**src/rtl/wqe_sched_pkg.sv**
```systemverilog
`default_nettype none
// ============================================================================
//  Module   : wqe_sched_pkg
//  Purpose  : Shared definitions for the WQE group scheduler: default widths,
//             FSM state encoding and WQE class codes.
//  Macro    : none (the stats option WQE_SCHED_STATS_EN lives in the top)
//  Revision : 1.0 - initial release
// ============================================================================
package wqe_sched_pkg;

    localparam int DEF_WQE_WIDTH     = 512;
    localparam int DEF_PWQE_SLOT_NUM = 4;
    localparam int DEF_SLOT_IDX_W    = 2;
    localparam int DEF_BURST_W       = 4;

    // Scheduler FSM: grant (IDLE) -> capture read data (FETCH) -> present (OUT)
    typedef enum logic [1:0] {
        IDLE  = 2'd0,
        FETCH = 2'd1,
        OUT   = 2'd2
    } sched_state_t;

    localparam logic CLS_LS = 1'b0;
    localparam logic CLS_BS = 1'b1;

endpackage : wqe_sched_pkg
`default_nettype wire

```
**src/rtl/wqe_rr_arb.sv**
```systemverilog
`default_nettype none
// ============================================================================
//  Module   : wqe_rr_arb
//  Purpose  : Round-robin arbiter over N request lines. The search starts at
//             the internal pointer; after a taken grant the pointer moves to
//             the slot following the winner.
//  Ports    : clk, rst        - clock, synchronous active-high reset
//             i_req [N]       - request vector
//             i_gnt_en        - grant is actually taken this cycle
//             o_gnt [N]       - one-hot grant (zero unless i_gnt_en)
//             o_gnt_idx       - index of the winning request
//             o_any_req       - at least one request is set
//  Revision : 1.0 - initial release
// ============================================================================
module wqe_rr_arb #(
    parameter int N     = 4,
    parameter int IDX_W = 2
) (
    input  logic             clk,
    input  logic             rst,
    input  logic [N-1:0]     i_req,
    input  logic             i_gnt_en,
    output logic [N-1:0]     o_gnt,
    output logic [IDX_W-1:0] o_gnt_idx,
    output logic             o_any_req
);

    logic [IDX_W-1:0] r_rr_ptr;
    logic [IDX_W-1:0] w_idx;
    logic             w_found;
    int               w_pos;

    // First requester at or after r_rr_ptr, wrapping modulo N
    always_comb begin
        w_idx   = r_rr_ptr;
        w_found = 1'b0;
        w_pos   = 0;
        for (int i = 0; i < N; i++) begin
            w_pos = int'(r_rr_ptr) + i;
            if (w_pos >= N) w_pos = w_pos - N;
            if (!w_found && i_req[IDX_W'(w_pos)]) begin
                w_found = 1'b1;
                w_idx   = IDX_W'(w_pos);
            end
        end
    end

    assign o_any_req = w_found;
    assign o_gnt_idx = w_idx;
    assign o_gnt     = (i_gnt_en && w_found) ? ({{(N-1){1'b0}}, 1'b1} << w_idx) : '0;

    always_ff @(posedge clk) begin
        if (rst) begin
            r_rr_ptr <= '0;
        end else if (i_gnt_en && w_found) begin
            r_rr_ptr <= (w_idx == IDX_W'(N-1)) ? '0 : w_idx + 1'b1;
        end
    end

endmodule : wqe_rr_arb
`default_nettype wire

```
**src/rtl/wqe_grp_scheduler.sv**
```systemverilog
`default_nettype none
// ============================================================================
//  Module   : wqe_grp_scheduler
//  Purpose  : Shares the single WQE issue path between the latency-sensitive
//             (LS) queue and the bandwidth-sensitive (BS) slot FIFOs. LS wins
//             unless it has used i_ls_burst_max consecutive grants while BS
//             was waiting; BS slots are served round-robin. One read in
//             flight: grant (IDLE) -> capture (FETCH) -> hold until accepted.
//  Ports    : clk, rst           - clock, synchronous active-high reset
//             i_sched_en         - allow new grants
//             i_ls_burst_max     - LS burst limit (0 = strict LS priority)
//             i_ls_empty/o_ls_ren/i_ls_rdata            - LS queue
//             i_bs_fifo_empty/o_bs_fifo_rd/i_bs_wqe_val/i_bs_wqe - BS slots
//             o_wqe_val/o_wqe/o_wqe_cls/o_wqe_slot/i_wqe_rdy     - output
//  Macro    : WQE_SCHED_STATS_EN adds o_ls_grant_cnt, o_bs_grant_cnt and
//             o_starve_cnt (32-bit wrapping grant counters).
//  Revision : 1.0 - initial release
// ============================================================================
module wqe_grp_scheduler
    import wqe_sched_pkg::*;
#(
    parameter int WQE_WIDTH     = DEF_WQE_WIDTH,
    parameter int PWQE_SLOT_NUM = DEF_PWQE_SLOT_NUM,
    parameter int SLOT_IDX_W    = DEF_SLOT_IDX_W,
    parameter int BURST_W       = DEF_BURST_W
) (
    input  logic                     clk,
    input  logic                     rst,
    input  logic                     i_sched_en,
    input  logic [BURST_W-1:0]       i_ls_burst_max,
    input  logic                     i_ls_empty,
    output logic                     o_ls_ren,
    input  logic [WQE_WIDTH-1:0]     i_ls_rdata,
    input  logic [PWQE_SLOT_NUM-1:0] i_bs_fifo_empty,
    output logic [PWQE_SLOT_NUM-1:0] o_bs_fifo_rd,
    input  logic                     i_bs_wqe_val,
    input  logic [WQE_WIDTH-1:0]     i_bs_wqe,
    output logic                     o_wqe_val,
    output logic [WQE_WIDTH-1:0]     o_wqe,
    output logic                     o_wqe_cls,
    input  logic                     i_wqe_rdy,
`ifdef WQE_SCHED_STATS_EN
    output logic [31:0]              o_ls_grant_cnt,
    output logic [31:0]              o_bs_grant_cnt,
    output logic [31:0]              o_starve_cnt,
`endif
    output logic [SLOT_IDX_W-1:0]    o_wqe_slot
);

    sched_state_t            r_state;
    logic                    r_cls;
    logic [SLOT_IDX_W-1:0]   r_slot;
    logic [BURST_W-1:0]      r_burst_cnt;

    logic                    w_ls_req;
    logic                    w_bs_req;
    logic                    w_force_bs;
    logic                    w_grant_ok;
    logic                    w_ls_take;
    logic                    w_bs_take;
    logic [SLOT_IDX_W-1:0]   w_bs_idx;

    assign w_ls_req   = ~i_ls_empty;
    assign w_force_bs = w_bs_req && (i_ls_burst_max != '0) && (r_burst_cnt >= i_ls_burst_max);
    assign w_grant_ok = !rst && i_sched_en && (r_state == IDLE);
    assign w_ls_take  = w_grant_ok && w_ls_req && !w_force_bs;
    assign w_bs_take  = w_grant_ok && w_bs_req && !w_ls_take;

    wqe_rr_arb #(
        .N     (PWQE_SLOT_NUM),
        .IDX_W (SLOT_IDX_W)
    ) u_bs_arb (
        .clk       (clk),
        .rst       (rst),
        .i_req     (~i_bs_fifo_empty),
        .i_gnt_en  (w_bs_take),
        .o_gnt     (o_bs_fifo_rd),
        .o_gnt_idx (w_bs_idx),
        .o_any_req (w_bs_req)
    );

    // Read pulses are issued in the grant cycle itself so that the read data
    // lands in FETCH; this is what gives the 3-cycle issue period.
    assign o_ls_ren   = w_ls_take;
    assign o_wqe_cls  = r_cls;
    assign o_wqe_slot = r_slot;

    always_ff @(posedge clk) begin
        if (rst) begin
            r_state     <= IDLE;
            r_cls       <= CLS_LS;
            r_slot      <= '0;
            r_burst_cnt <= '0;
            o_wqe_val   <= 1'b0;
            o_wqe       <= '0;
        end else begin
            case (r_state)
                IDLE: begin
                    if (w_ls_take) begin
                        r_cls   <= CLS_LS;
                        r_slot  <= '0;
                        r_state <= FETCH;
                        // Only LS grants made while BS waits count toward the burst
                        if (!w_bs_req)
                            r_burst_cnt <= '0;
                        else if (!(&r_burst_cnt))
                            r_burst_cnt <= r_burst_cnt + 1'b1;
                    end else if (w_bs_take) begin
                        r_cls       <= CLS_BS;
                        r_slot      <= w_bs_idx;
                        r_burst_cnt <= '0;
                        r_state     <= FETCH;
                    end
                end
                FETCH: begin
                    // A missing BS valid is a source protocol error; the
                    // entry is still presented so the pipeline cannot stall.
                    assert (r_cls != CLS_BS || i_bs_wqe_val);
                    o_wqe     <= (r_cls == CLS_BS) ? i_bs_wqe : i_ls_rdata;
                    o_wqe_val <= 1'b1;
                    r_state   <= OUT;
                end
                OUT: begin
                    if (i_wqe_rdy) begin
                        o_wqe_val <= 1'b0;
                        r_state   <= IDLE;
                    end
                end
                default: r_state <= IDLE;
            endcase
        end
    end

`ifdef WQE_SCHED_STATS_EN
    always_ff @(posedge clk) begin
        if (rst) begin
            o_ls_grant_cnt <= '0;
            o_bs_grant_cnt <= '0;
            o_starve_cnt   <= '0;
        end else begin
            if (w_ls_take) o_ls_grant_cnt <= o_ls_grant_cnt + 32'd1;
            if (w_bs_take) o_bs_grant_cnt <= o_bs_grant_cnt + 32'd1;
            // A BS grant with LS pending can only come from the burst guard
            if (w_bs_take && w_ls_req) o_starve_cnt <= o_starve_cnt + 32'd1;
        end
    end
`endif

endmodule : wqe_grp_scheduler
`default_nettype wire

```
**config.mk**
```make
export PLATFORM = sky130hd
export DESIGN_NAME = wqe_grp_scheduler
export DESIGN_NICKNAME = d
export VERILOG_FILES = /design/src/rtl/wqe_sched_pkg.sv /design/src/rtl/wqe_rr_arb.sv /design/src/rtl/wqe_grp_scheduler.sv
export SDC_FILE = /design/constraint.sdc
export NUM_CORES = 1
export LEC_CHECK = 0
export BUFFER_PORTS_ARGS = -buffer_cell sky130_fd_sc_hd__buf_2
export CAP_MARGIN = 20
export CORE_AREA = 2 2 606 608
export CTS_CLUSTER_DIAMETER = 50
export CTS_CLUSTER_SIZE = 40
export DETAILED_ROUTE_END_ITERATION = 10
export DIE_AREA = 0 0 608 610
export HOLD_SLACK_MARGIN = 0.05
export PLACE_DENSITY = 0.3
export SYNTH_ARGS = -nofsm -noshare
export SYNTH_HDL_FRONTEND = slang
export SYNTH_SLANG_ARGS = --single-unit
```
**constraint.sdc**
```tcl
create_clock -name clk -period 2.18 [get_ports clk]
set_clock_uncertainty 0.05 [all_clocks]
set_input_delay 0.109 -clock clk [delete_from_list [all_inputs] [get_ports clk]]
set_output_delay 0.109 -clock clk [all_outputs]
set_load 0.02 [all_outputs]
```
Word-level counts from Yosys, hierarchy flattened
Index checks and enable logic that the tools add are counted.
{"block": "totals", "output_inout_bits": 521, "register_bits": 524}
{"block": "op_classes", "n_mux": 41, "addsub": 9, "shift": 1, "reduce_logical": 27, "eq_ne": 6, "n_lt_le_gt_ge": 9, "bitwise_logic": 2}
{"operator": "$mux W512", "n": 1}
{"operator": "$mux W2", "n": 14}
{"operator": "$mux W4", "n": 5}
{"operator": "$lt A2 B4 Y1 const B", "n": 4}
{"operator": "$mux W1", "n": 15}
{"operator": "$logic_and A1 B1 Y1", "n": 12}
{"operator": "$ge A3 B3 Y1 const B", "n": 3}
{"operator": "$bmux W1 S2", "n": 4}
{"operator": "$sub A2 B1 Y2 const B", "n": 4}
{"operator": "$add A2 B2 Y3 const B", "n": 2}
{"operator": "$logic_not A1 Y1", "n": 6}
{"operator": "$pmux W2 S3", "n": 1}
{"operator": "$reduce_and A2 Y1", "n": 3}
{"operator": "$add A4 B1 Y4 const B", "n": 1}
{"operator": "$eq A2 B2 Y1 const B", "n": 2}
{"operator": "$ge A4 B4 Y1", "n": 1}
{"operator": "$not A4 Y4", "n": 1}
{"operator": "$reduce_and A4 Y1", "n": 1}
{"operator": "$reduce_bool A2 Y1", "n": 2}
{"operator": "$reduce_bool A4 Y1", "n": 1}
{"operator": "$shl A1 B2 Y4 const A", "n": 1}
{"operator": "$add A2 B1 Y3 const B", "n": 1}
{"operator": "$ge A2 B3 Y1 const B", "n": 1}
{"operator": "$ne A3 B2 Y1 const B", "n": 1}
{"operator": "8 further kinds", "n": 8}

Depth between registers and ports, before layout
Gate-level depths: netlist (run 1).
{"block": "logic_depth", "ltp_word": 24, "ltp_mapped": 8, "mapped_depth_nobuf": 8}

Cells and area by module
From an unflattened synthesis (run 1), not the netlist that was laid out.
{"block": "unflattened", "hier_cells": 2388, "hier_area_um2": 23050.9}
{"module": "wqe_grp_scheduler", "area_each_um2": 22720.5, "n_inst": 1, "cells_each": 2349}
{"module": "wqe_rr_arb", "area_each_um2": 330.3, "n_inst": 1, "cells_each": 39}

Least setup slack after synthesis (run 1)
Ideal clock, no wire load.
{"block": "synth_timing", "path_kind": "reg2out", "from": "reg r_burst_cnt[0]", "to": "out o_ls_ren", "path_slack_ps": 190, "arrival_time_ps": 1831, "stages_incl_launch_ff": 7, "required_time_ps": 2021, "path_cell_list": "dfxtp_1 > inv_1 > ha_1 > nand2b_1 > a2111oi_2 > nor4_1 > nor3_1"}
{"block": "synth_via", "elab_chain_len": 4}
{"item": "from (decl)", "line_no": "wqe_grp_scheduler.sv:53", "rtl": "logic [BURST_W-1:0] r_burst_cnt;"}
{"item": "from (signal assigned)", "line_no": "wqe_grp_scheduler.sv:107", "rtl": "r_burst_cnt <= r_burst_cnt + 1'b1;"}
{"item": "$ge A4 B4 Y1", "line_no": "wqe_grp_scheduler.sv:64", "rtl": "assign w_force_bs = w_bs_req && (i_ls_burst_max != '0) && (r_burst_cnt >= i_ls_burst_max);"}
{"item": "$logic_and A1 B1 Y1", "line_no": "wqe_grp_scheduler.sv:64"}
{"item": "$logic_not A1 Y1", "line_no": "wqe_grp_scheduler.sv:66", "rtl": "assign w_ls_take = w_grant_ok && w_ls_req && !w_force_bs;"}
{"item": "$logic_and A1 B1 Y1", "line_no": "wqe_grp_scheduler.sv:66"}
{"item": "to (decl)", "line_no": "wqe_grp_scheduler.sv:32", "rtl": "output logic o_ls_ren,"}
No other way between the ends.

Worst setup path after layout (run 1)
{"block": "layout_timing", "from": "reg r_burst_cnt[0]", "to": "out o_bs_fifo_rd[0]"}
{"block": "layout_via", "elab_chain_len": 8}
{"item": "$ge A4 B4 Y1", "line_no": "wqe_grp_scheduler.sv:64"}
{"item": "$logic_and A1 B1 Y1", "line_no": "wqe_grp_scheduler.sv:64"}
{"item": "$logic_not A1 Y1", "line_no": "wqe_grp_scheduler.sv:66"}
{"item": "$logic_and A1 B1 Y1", "line_no": "wqe_grp_scheduler.sv:66"}
{"item": "$logic_not A1 Y1", "line_no": "wqe_grp_scheduler.sv:67", "rtl": "assign w_bs_take = w_grant_ok && w_bs_req && !w_ls_take;"}
{"item": "$logic_and A1 B1 Y1", "line_no": "wqe_grp_scheduler.sv:67"}
{"item": "$logic_and A1 B1 Y1", "line_no": "wqe_rr_arb.sv:50", "rtl": "assign o_gnt = (i_gnt_en && w_found) ? ({{(N-1){1'b0}}, 1'b1} << w_idx) : '0;"}
{"item": "$mux W4", "line_no": "wqe_rr_arb.sv:50"}
{"item": "to (decl)", "line_no": "wqe_grp_scheduler.sv:35", "rtl": "output logic [PWQE_SLOT_NUM-1:0] o_bs_fifo_rd,"}
No other way between the ends.

==> impl_results.md, run 1 <==
* Status: finished with violations
* Failing checks: negative hold slack, negative setup slack
* WP buf/inv at 5
* Power Density at 712.8 nW/um^2
* Reported net switching power at 11.84 mW
* Leak at 20.72 nW
* Initial drt markers at 1346
* Sw Ratio at 31.99%
* CP Capture Type: primary output
* IO Pins at 1559
* RSZ-0062 raised after global routing: true
* Total global-route track usage at 12.71%
* Hold slack final at -0.03330 ns
* Post-Syn Area at 22950 sq um
* Skew-Pair Late Insertion Delay at 0.77 ns
* WL per Instance at 24.76 um
* Largest net degree at the start of global routing at 125
* Die height at 610 um
* Crit path kind: reg2out
* Htree depth at 3
* Seq/Total Area, Yosys at 45.70%
* Residual DRC count at 0
* Clk buf depth at 4
* Clock sinks at 524
* Crit path top cell by count: buf_6
* Post-synth cell types at 39
* Drt pass-1 iters at 5
* Total Nets Final at 6079
* Count of final setup violators at 8
* Core area at 364400 sq um
* Part of the cycle the worst path needs at 130.5%
* Clk slew on worst S/H paths at 0.04 ns
* Vias after detailed routing at 30.23k
* Critical path depth at 10
* I/O Buffers at 1557
* Avg Inst Size Synth at 9.669 sq um
* Syn nets at 3421
* Via/cell ratio at 3.033
* Final WL at 246.8 mm
* Slew Limit Fails at 0
* Cells after Synth at 2374
* Detailed placer's ending HPWL at 213.4 mm
* CTS tree: yes
* Internal Power at 25.18 mW
* Fmax at 0.3514 GHz
* Worst Hold Depth at 5
* Root cell of the clock tree: clkbuf_16
* Max Cap Violations at 0
* Synth Register Bits at 524
* Final WS setup at -0.6658 ns
* Worst path arrival time at 2.69 ns
* Share of cells above drive strength 1 at 37.65%
* Hold WC Path Type: in2reg
* Number of global-route vias before repair at 30.96k
* Power share of the clock group at 46.1%
* RD Place Congestion at 1.026
* FILL cells at 41.59k
* Flop pwr share at 29.2%
* Die ar. at 370900 sq um
* Clock buffer count from CTS at 109
* CP delay by family, top: buffers and inverters
* Relative slew slack at 37.13%
* Initial Utilization at 6.299%
* DIE WIDTH at 608 um
* # hold bufs at CTS at 1059
* Final Hold Violating Endpoints at 4
* R2R cell count at 12
* Peak fanout along the critical path at 5
* Req. time, crit path at 2.02 ns
* Ys Warns at 0
* FP Rows at 222
* CP max-delay cell: dfxtp_2
* Post-route ant nets at 0
* Critical path's largest stage delay at 0.35 ns
* Final Non-Filler Cells at 9968
* Combinational share of power at 24.8%
* Pwr Total at 37.02 mW
* FF-to-FF setup slack at -0.22 ns
* GR Overflow Total at 0
* Initial antenna violation count at 95
* Startpoint types: flop
* Area grow syn2layout at 126.2%
* VDD IR-drop max at 0.5503 mV
* Placed insts at 8673
* Fin crit period at 2.846 ns
* First-pass GRT wire length at 310.9 mm
* CP Cell Sequence: inv_2, ha_4, nand2b_4, a2111oi_4, buf_4, buf_6, o31ai_4, buf_12, and3_4, buf_6
* Pin slew with the least headroom to its limit at 0.9430 ns
## cells in the mapped netlist
cell | count | area (sq um)
nor3_1 | 1 | 5.000
o31ai_2 | 2 | 25.02
nand3b_1 | 1 | 7.510
a211o_1 | 1 | 8.760
nand3_1 | 3 | 15.01
o32ai_1 | 2 | 17.52
a32o_1 | 1 | 10.01
nor4_1 | 2 | 12.51
o31a_1 | 1 | 8.760
clkbuf_1 | 120 | 450.4
o21a_1 | 1 | 7.510
ha_1 | 9 | 112.6
nand2_1 | 2 | 7.510
o211ai_1 | 2 | 15.01
nor3b_1 | 1 | 7.510
o21ai_0 | 3 | 15.01
and3_2 | 1 | 7.510
nand2b_1 | 2 | 12.51
and4_2 | 1 | 10.01
a21oi_2 | 1 | 8.760
buf_1 | 10 | 37.54
a21oi_1 | 5 | 25.02
and2b_2 | 1 | 8.760
or2_4 | 1 | 8.760
nor2_1 | 522 | 1959
mux2i_1 | 512 | 5125
nor2b_1 | 1 | 6.260
buf_2 | 99 | 495.5
a32o_2 | 1 | 11.26
and3_1 | 5 | 31.28
or4b_4 | 1 | 13.76
o221ai_1 | 1 | 8.760
dfxtp_1 | 524 | 10490
a31oi_1 | 3 | 18.77
inv_1 | 13 | 48.80
buf_6 | 1 | 11.26
a22o_1 | 1 | 8.760
a2111oi_2 | 1 | 15.01
a211oi_1 | 515 | 3866
## per-layer routing
metal | vias up | global-route usage, % | routed length [um] | share of wire [%]
met2 | 1374 | 22.82 | 122900 | 50
met1 | 14330 | 12.55 | 85370 | 35
met4 | 18 | 4.846 | 11130 | 4.5
li1 | 14110 | - | - | -
met3 | 396 | 6.149 | 27270 | 11
met5 | - | 0 | 111 | 0.045
## cell families after synthesis
group | share of synthesized area (%)
buffers and inverters | 4.546
DFF | 45.70
adders and majority gates | 0.4906
muxes | 22.33
AOI/OAI and AO/OA | 17.73
and+or+nand+nor | 9.206
## state kept, by name, summed over array words and instances, names as in the netlist
name / count
r_burst_cnt: 4
o_wqe_slot: 2
u_bs_arb.r_rr_ptr: 2
o_wqe: 512
o_wqe_val: 1
r_state: 2
o_wqe_cls: 1
## stage by stage
stage	TNS [ns]	cell area (sq um)	hold WS [ns]	setup WS, ns	utilization (%)
floorplan	0	22950	0.1917	0.1902	-
global route	-4.307	51910	-0.09838	-0.7632	14.25
global placement	-7.190	37310	0.3998	-0.7603	10.24
finish	-3.614	51930	-0.03330	-0.6658	14.25
CTS	-4.051	51710	-0.1274	-0.8278	14.19
detailed placement	-5.490	37310	0.4098	-0.6539	10.24
## worst register-to-register path: stages, from the launching register on
cell and delay (ns):
dfxtp_2 0.35, inv_2 0.07, ha_4 0.21, nand2b_4 0.14
a2111oi_4 0.32, buf_4 0.19, buf_6 0.10, o31ai_4 0.07
buf_12 0.16, buf_6 0.13, buf_4 0.14, o31ai_4 0.23
a32o_2 0.19
## timing repair
action / 4_1_cts / 5_1_grt
setup buffers: 3 / 1
resized for setup: 22 / 16
setup endpoints to repair: 15 / 23
gates cloned: 0 / 2
pin swaps: 5 / 3
endpoints found under the hold margin: 524 / 4
## power groups by stage
stage / Clock (mW) / Sequential, mW / Combinational [mW]
after global placement: 0 / 11.0 / 7.58
after global routing: 18.1 / 10.9 / 9.85
after CTS: 17.7 / 10.8 / 9.41
after detailed placement: 0 / 11.0 / 7.58
after floorplan: 0 / 11.8 / 2.18
final: 17.0 / 10.8 / 9.17
## path summary, 6_finish.rpt
check | start | endpoint
max | r_burst_cnt[0] | o_bs_fifo_rd[0]
min | i_sched_en | r_burst_cnt[0]
max reg2reg | r_burst_cnt[0] | r_burst_cnt[1]
min reg2reg | o_wqe_slot[0] | o_wqe_slot[0]
## cells in the final DEF, fill, tap and decap left out, types with 3 or more instances in the layout
| master | instances |
|---|---|
| clkbuf_16 | 111 |
| clkbuf_8 | 14 |
| buf_4 | 124 |
| clkinvlp_4 | 13 |
| mux2i_1 | 512 |
| nand3_1 | 3 |
| a21oi_1 | 4 |
| ha_1 | 7 |
| a211oi_1 | 514 |
| o21ai_0 | 3 |
| buf_2 | 1551 |
| dlygate4sd3_1 | 1059 |
| diode_2 | 37 |
| buf_6 | 11 |
| bufinv_16 | 12 |
| and3_4 | 4 |
| clkinv_2 | 23 |
| buf_12 | 26 |
| buf_16 | 3 |
| inv_6 | 6 |
| inv_1 | 11 |
| clkbuf_1 | 11 |
| a31oi_1 | 3 |
| dfxtp_1 | 522 |
| nor2_1 | 522 |
## layout make-up
type / count / area (sq um) / share of cell area (%)
multi-input cells: 1607 / 11520 / 22.19
repair buffers: 2777 / 20090 / 38.68
diodes: 37 / 92.59 / 0.1783
well taps: 4816 / 6026 / 11.60
clock buffers: 134 / 2962 / 5.703
flip-flops and latches: 524 / 10500 / 20.21
clock inverters: 60 / 701.9 / 1.352
inverters: 13 / 48.80 / 0.09396
Note: power is estimated with default switching activity, not from simulation.
==> run 2, diff against run 1 <==
CORE_AREA = 2 2 607 609   (was 2 2 606 608)
DIE_AREA = 0 0 609 611   (was 0 0 608 610)
SYNTH_HIERARCHICAL = 1   (was unset)
==> run 2 against run 1 <==
The flow still finishes with violations (negative hold slack, negative setup slack). Critical path type unchanged. First-iteration DRC count rose by 15%. Maximum frequency rose by 4.1%. Utilization rose by 0.55 points.
==> impl_results.md, run 2 <==
* Status: finished with violations
* Failing checks: negative hold slack, negative setup slack
* Post-synthesis compound-gate area fraction at 18.15% (+0.42 points)
* Fin crit period at 2.733 ns (-0.1127 ns)
* IO Pins at 1559 (unchanged)
* Number of synthesized flops with an enable pin at 0 (unchanged)
* Hold path startpoint: i_ls_burst_max[1]
* I/O Buffers at 1557 (unchanged)
* Hold slack final at -0.1228 ns (-0.08953 ns)
* RD Place Congestion at 1.019 (-0.69%)
* Main combinational cell family by area after synthesis: multiplexers
* Final WL at 279.8 mm (+13%)
* Post-route ant nets at 0 (unchanged)
* Power share of the clock group at 48.5% (+2.4 points)
* Synth Area in Adders at 0.4885% (-0.0021 points)
* Slew Limit Fails at 0 (unchanged)
* Syn nets at 3435 (+0.41%)
* Largest Register: o_wqe
* Setup TNS Final at -2.748 ns (+0.8667 ns)
* Hold Path Sink: r_burst_cnt[2]
* Final Hold Violating Endpoints at 4 (unchanged)
* Max Cap Violations at 0 (unchanged)
* Avg Inst Size Synth at 9.653 sq um (-0.17%)
* Clock buffer count from CTS at 120 (+10%)
* XOR/XNOR share of the synthesized area at 0% (unchanged)
* Crit path kind: reg2out
* Reported net switching power at 12.92 mW (+9.1%)
* Core area at 365000 sq um (+0.15%)
* Max FFs per register at 512 (unchanged)
* Root cell of the clock tree: clkbuf_16
* Clock sinks at 524 (unchanged)
* Mux cell area share after synthesis at 22.28% (-0.050 points)
* Flop pwr share at 27.4% (-1.8 points)
* Commonest non-fill, non-tap cell in the layout: buf_2
* VDD IR-drop max at 0.7035 mV (+28%)
* Final core utilization at 14.80% (+0.55 points)
* Residual DRC count at 0 (unchanged)
* Reg2Reg Capture Point: o_wqe_slot[0]
* Top flop regs: o_wqe: 512 flops, r_burst_cnt: 4 flops
* Part of the cycle the worst path needs at 125.4% (-5.2 points)
* Startpoint types: flop
* Initial antenna violation count at 197 (+110%)
* Clk buf depth at 4 (unchanged)
* Post-Syn Area at 23050 sq um (+0.42%)
* Worst Hold Depth at 6 (+1)
* Total Nets Final at 6247 (+2.8%)
* FP Rows at 222 (unchanged)
* DIE WIDTH at 609 um (+0.16%)
* Yosys top cell by area: dfxtp_1
* Area grow syn2layout at 134.3%
* Fmax at 0.3659 GHz (+4.1%)
* CP Capture Type: primary output
* Seq/Total Area, Yosys at 45.51% (-0.19 points)
* Req. time, crit path at 2.02 ns (about the same)
* Hold WC Path Type: in2reg
* WL per Instance at 27.53 um (+11%)
* GR Overflow Total at 0 (unchanged)
* Die height at 611 um (+0.16%)
* Power Density at 729.0 nW/um^2 (+2.3%)
* Via/cell ratio at 3.085 (+1.7%)
* Post-synth cell types at 45 (+15%)
* Die ar. at 372100 sq um (+0.33%)
* Synth Register Bits at 524 (unchanged)
* Sw Ratio at 32.80% (+0.82 points)
* Reg-to-Reg Start: r_burst_cnt[0]
* Total global-route track usage at 14.33% (+1.6 points)
* First-pass GRT wire length at 345.4 mm (+11%)
* Detailed placer's ending HPWL at 240.2 mm (+13%)
* Share of cells above drive strength 1 at 36.61% (-1.0 points)
* Cells after Synth at 2388 (+0.59%)
* Combinational share of power at 24.1% (-0.7 points)
* Count of final setup violators at 6 (-2)
* Leak at 21.58 nW (+4.2%)
* Skew-Pair Late Insertion Delay at 0.85 ns (+0.08 ns)
* Htree depth at 3 (unchanged)
* FF-to-FF setup slack at -0.06 ns (+0.16 ns)
* Synth top area share at 45.51% (-0.19 points)
* Top-count cell post-synth: dfxtp_1
* Ys Warns at 6 (+6)
* Top cells by count, synth: dfxtp_1 (524), nor2_1 (519), a211oi_1 (513), mux2i_1 (513), clkbuf_1 (139)
* Simple-gate area share of the yosys netlist at 9.179% (-0.028 points)
* RSZ-0062 raised after global routing: true
* Drt pass-1 iters at 5 (unchanged)
* Number of global-route vias before repair at 32.08k (+3.6%)
* Most frequent cells in the layout: buf_2 (1551), dlygate4sd3_1 (1222), dfxtp_1 (519)
* Async SR Flop Fraction at 0% (unchanged)
* Clk slew on worst S/H paths at 0.05 ns (about the same)
* Ranking of synthesized cells by area: dfxtp_1 (46%), mux2i_1 (22%), a211oi_1 (17%), nor2_1 (8.5%), clkbuf_1 (2.3%)
* Final WS setup at -0.5531 ns (+0.1127 ns)
* Initial Utilization at 6.316% (+0.017 points)
* Largest net degree at the start of global routing at 139 (+11%)
* CTS tree: yes
* Peak fanout along the critical path at 3 (-2)
* R2R cell count at 15 (+3)
* Internal Power at 26.46 mW (+5.1%)
* Relative slew slack at 25.29% (-12 points)
* Initial drt markers at 1554 (+15%)
* Dominant synthesized flop cell: dfxtp_1
* Worst path arrival time at 2.57 ns (-0.12 ns)
* Vias after detailed routing at 31.35k (+3.7%)
* Pin slew with the least headroom to its limit at 1.121 ns (+0.1776 ns)
-- run 2: what timing repair did --
item,CTS,global route
hold buffers,1222,2
pin swaps,10,3
hold endpoints to repair,524,104
gates resized for setup,28,16
endpoints found under the setup margin,6,18
setup buffers,9,3
cloned,0,2
-- run 2: power by group through the flow --
| stage | Sequential (mW) | Clock, mW | Combinational (mW) |
|---|---|---|---|
| 5_1_grt | 10.9 | 20.2 | 10.2 |
| 3_5_place_dp | 11.0 | 0 | 7.53 |
| 4_1_cts | 10.8 | 19.9 | 9.75 |
| 2_1_floorplan | 11.8 | 0 | 2.20 |
| 6_report | 10.8 | 19.1 | 9.50 |
| 3_3_place_gp | 11.0 | 0 | 7.52 |
-- run 2: cells by family after synthesis --
kind of cell | Yosys count
buffers and inverters | 243
adders and majority gates | 9
and+or+nand+nor | 547
AOI/OAI and AO/OA | 552
muxes | 513
DFF | 524
-- run 2: critical path, stage by stage (launching register included) --
cell and delay [ns]:
dfxtp_2 0.33, inv_2 0.05, ha_4 0.24, nor2b_4 0.12, o21ai_2 0.07, buf_6 0.13, buf_4 0.12, buf_6 0.11
a21o_1 0.19, a31oi_4 0.20, buf_6 0.16
-- run 2: worst max path at each step --
stage,startpoint,to,slack [ns],depth (start not counted)
floorplan,r_burst_cnt[0],o_bs_fifo_rd[0],0.09,8
global placement,r_burst_cnt[0],o_bs_fifo_rd[2],-0.09,10
detailed placement,r_burst_cnt[0],o_bs_fifo_rd[2],0.04,10
CTS,r_burst_cnt[0],o_bs_fifo_rd[2],-0.63,11
global route,r_burst_cnt[0],o_ls_ren,-0.67,10
finish,r_burst_cnt[0],o_ls_ren,-0.55,10
-- run 2: layout make-up --
cell class                      instances  area, sq um
Antenna cell                           47        117.6
Inverter                               13        48.80
Timing Repair Buffer                 2920        21520
Multi-Input combinational cell       1621        11650
Clock inverter                         74        904.6
Fill cell                           41600       311000
Sequential cell                       524        10500
Clock buffer                          147         3254
Tap cell                             4816         6026
-- run 2: through the flow --
stage	instance area [sq um]	std cells	setup WS, ns	total power, mW	hold slack, ns
3_3_place_gp	37200	8659	-0.08597	18.47	0.3978
5_1_grt	53980	10150	-0.6708	41.26	-0.1615
6_report	54020	10160	-0.5531	39.38	-0.1228
4_1_cts	53750	10110	-0.6315	40.39	-0.2625
3_5_place_dp	37200	8659	0.03963	18.50	0.4031
2_1_floorplan	23050	2388	0.08630	13.99	0.1281
-- run 2: per-layer routing --
layer	global-route usage, %	wire length [um]	vias up
li1	-	-	14480
met1	16.23	108900	14890
met2	24.39	133500	1403
met3	5.880	27030	497
met4	4.385	9800	82
met5	0	549	-
==> run 3, diff against run 2 <==
CORE_AREA = 2 2 601 603   (was 2 2 607 609)
DIE_AREA = 0 0 603 605   (was 0 0 609 611)
clock period = 2.3 ns   (was 2.18 ns; I/O delays follow)
==> run 3 against run 2 <==
Worst setup slack gained 0.14 ns. Sequential share of layout area rose by 0.16 points. Global-route usage is 0.14 points higher. Clock power fell by 5%. First-iteration DRC count is 1.1% lower. Combinational power shrank 4.9%. The run ends with negative setup slack left. Final cell count down 0.74%. Non-clock buffer count decreased by 56. Utilization grew 0.17 points.
==> impl_results.md, run 3 (synthesized netlist as in run 2, its figures left out) <==
* Final Hold Violating Endpoints at 0 (-4)
* Skew-Pair Late Insertion Delay at 0.89 ns (+0.04 ns)
* Final Non-Filler Cells at 10.09k (-0.74%)
* WP buf/inv at 2 (-3)
* Initial antenna violation count at 195 (-1.0%)
* Total global-route track usage at 14.47% (+0.14 points)
* Hold WC Path Type: in2reg
* Max FFs per register at 512 (unchanged)
* GR Overflow Total at 0 (unchanged)
* Top flop regs: o_wqe: 512 flops, r_burst_cnt: 4 flops
* Die ar. at 364800 sq um (-2.0%)
* Slew Limit Fails at 0 (unchanged)
* Commonest non-fill, non-tap cell in the layout: buf_2
* Area grow syn2layout at 132.5%
* Peak fanout along the critical path at 5 (+2)
* Power Density at 698.0 nW/um^2 (-4.2%)
* Leak at 21.38 nW (-0.92%)
* Status: finished with violations
* Startpoint types: flop
* CP Cell Sequence: inv_2, ha_4, nor2b_2, o21ai_2, a21oi_2, nor2_2, o41a_1, and2_4, buf_6
* Failing checks: negative setup slack
* VDD IR-drop max at 0.5536 mV (-21%)
* Part of the cycle the worst path needs at 118.0%
* Total Nets Final at 6195 (-0.83%)
* WL per Instance at 27.40 um (-0.49%)
* Final core utilization at 14.97% (+0.17 points)
* RSZ-0062 raised after global routing: true
* Fmax at 0.3685 GHz
* # hold bufs at CTS at 1176 (-3.8%)
* Placed insts at 8609 (-0.58%)
* Clock buffer count from CTS at 124 (+3.3%)
* Max Cap Violations at 0 (unchanged)
* Clock sinks at 524 (unchanged)
* Relative slew slack at 42.48% (+17 points)
* Die height at 605 um (-0.98%)
* Count of final setup violators at 5 (-1)
* First-pass GRT wire length at 340.5 mm (-1.4%)
* Drt pass-1 iters at 5 (unchanged)
* CP max-delay cell: dfxtp_2
* I/O Buffers at 1557 (unchanged)
* Pwr Total at 37.41 mW (-5.0%)
* Initial Utilization at 6.437% (+0.12 points)
* Core area at 358100 sq um (-1.9%)
* FP Rows at 220 (-0.90%)
* Root cell of the clock tree: clkbuf_16
* IO Pins at 1559 (unchanged)
* Number of global-route vias before repair at 31.44k (-2.0%)
* Largest net degree at the start of global routing at 119 (-14%)
* Via/cell ratio at 3.095 (+0.30%)
* Final WL at 276.4 mm (-1.2%)
* Pin slew with the least headroom to its limit at 0.8629 ns (-0.2578 ns)
* Critical path's largest stage delay at 0.33 ns (about the same)
* DIE WIDTH at 603 um (-0.99%)
* Clk slew on worst S/H paths at 0.05 ns (about the same)
* Htree depth at 3 (unchanged)
* Clk buf depth at 4 (unchanged)
* Crit path kind: reg2out
* Final WS setup at -0.4138 ns (+0.1392 ns)
* Most frequent cells in the layout: buf_2 (1551), dlygate4sd3_1 (1171), dfxtp_1 (519)
* FILL cells at 40.77k (-2.0%)
* Detailed placer's ending HPWL at 240.2 mm (about the same)
* Fin crit period at 2.714 ns
* Post-route ant nets at 0 (unchanged)
* RD Place Congestion at 0.9695 (-4.8%)
* CP Capture Type: primary output
* CP delay by family, top: compound AO/OA/AOI/OAI gates
* Req. time, crit path at 2.13 ns (+0.11 ns)
* Share of cells above drive strength 1 at 37.06% (+0.45 points)
* Worst path arrival time at 2.55 ns (-0.02 ns)
* Largest Register: o_wqe
* Vias after detailed routing at 31.22k (-0.44%)
* Initial drt markers at 1537 (-1.1%)
* CTS tree: yes
* Residual DRC count at 0 (unchanged)
-- run 3: changes by cell type in the layout (fill, tap and decap cells not counted), moves of 5 or more --
cell,previous run,this run
dlygate4sd3_1,1222,1171
diode_2,47,61
clkinvlp_4,17,27
buf_4,106,98
clkbuf_16,122,129
buf_12,23,29
buf_6,13,8
clkbuf_1,12,7
-- run 3: timing repair --
item                                    CTS  global route
endpoints found under the hold margin   524             3
endpoints found under the setup margin    5            20
setup buffers                             8             3
gates resized for setup                  26            11
pin swaps                                 9             6
gates cloned                              0             2
-- run 3: through the flow --
stage	worst slack (ns)	instance area (sq um)	hold WS (ns)	TNS, ns
floorplan	0.2003	23050	0.1341	0
global placement	0.08192	37140	0.4099	0
detailed placement	0.1787	37140	0.4127	0
CTS	-0.5586	53340	-0.1021	-2.679
global route	-0.5985	53520	0.001930	-2.833
finish	-0.4138	53600	0.03132	-1.944
-- run 3: power by group --
| part | leakage [nW] | switching [mW] | internal [mW] |
|---|---|---|---|
| clock | 2.02 | 6.54 | 11.6 |
| sequential | 4.31 | 0.409 | 9.81 |
| combinational | 15.1 | 5.25 | 3.77 |
| total | 21.4 | 12.2 | 25.2 |
-- run 3: cell type report --
class	count	area (sq um)	area share, %
clock buffer	151	3438	6.415
tap	4773	5972	11.14
multi-input combinational	1621	11630	21.70
inverter	13	48.80	0.09104
sequential	524	10500	19.59
timing repair buffer	2864	21050	39.28
clock inverter	80	802.0	1.496
antenna	61	152.6	0.2848
-- run 3: tightest hold or removal path, stage by stage --
cell and delay, ns:
buf_2 0.13, ha_4 0.14, nor2b_2 0.04, o21ai_2 0.16, buf_4 0.15, a211oi_4 0.09
o21ai_2 0.06, a211oi_2 0.06
-- run 3: per-layer routing --
metal | track usage, % | wire [um] | up-vias
li1 | - | - | 14420
met1 | 16.50 | 109500 | 14860
met2 | 24.48 | 131200 | 1364
met5 | 0 | 391 | -
met3 | 5.526 | 24290 | 508
met4 | 5.145 | 11000 | 60
-- run 3: final timing paths --
path / startpoint / end / slack [ns] / depth (start not counted)
setup / recovery: r_burst_cnt[0] / o_bs_fifo_rd[3] / -0.41 / 9
hold / removal: i_ls_burst_max[0] / r_burst_cnt[2] / 0.03 / 8
setup reg to reg: o_wqe_cls / o_wqe[295] / 0.04 / 5
hold reg to reg: o_wqe[291] / o_wqe[291] / 0.44 / 2
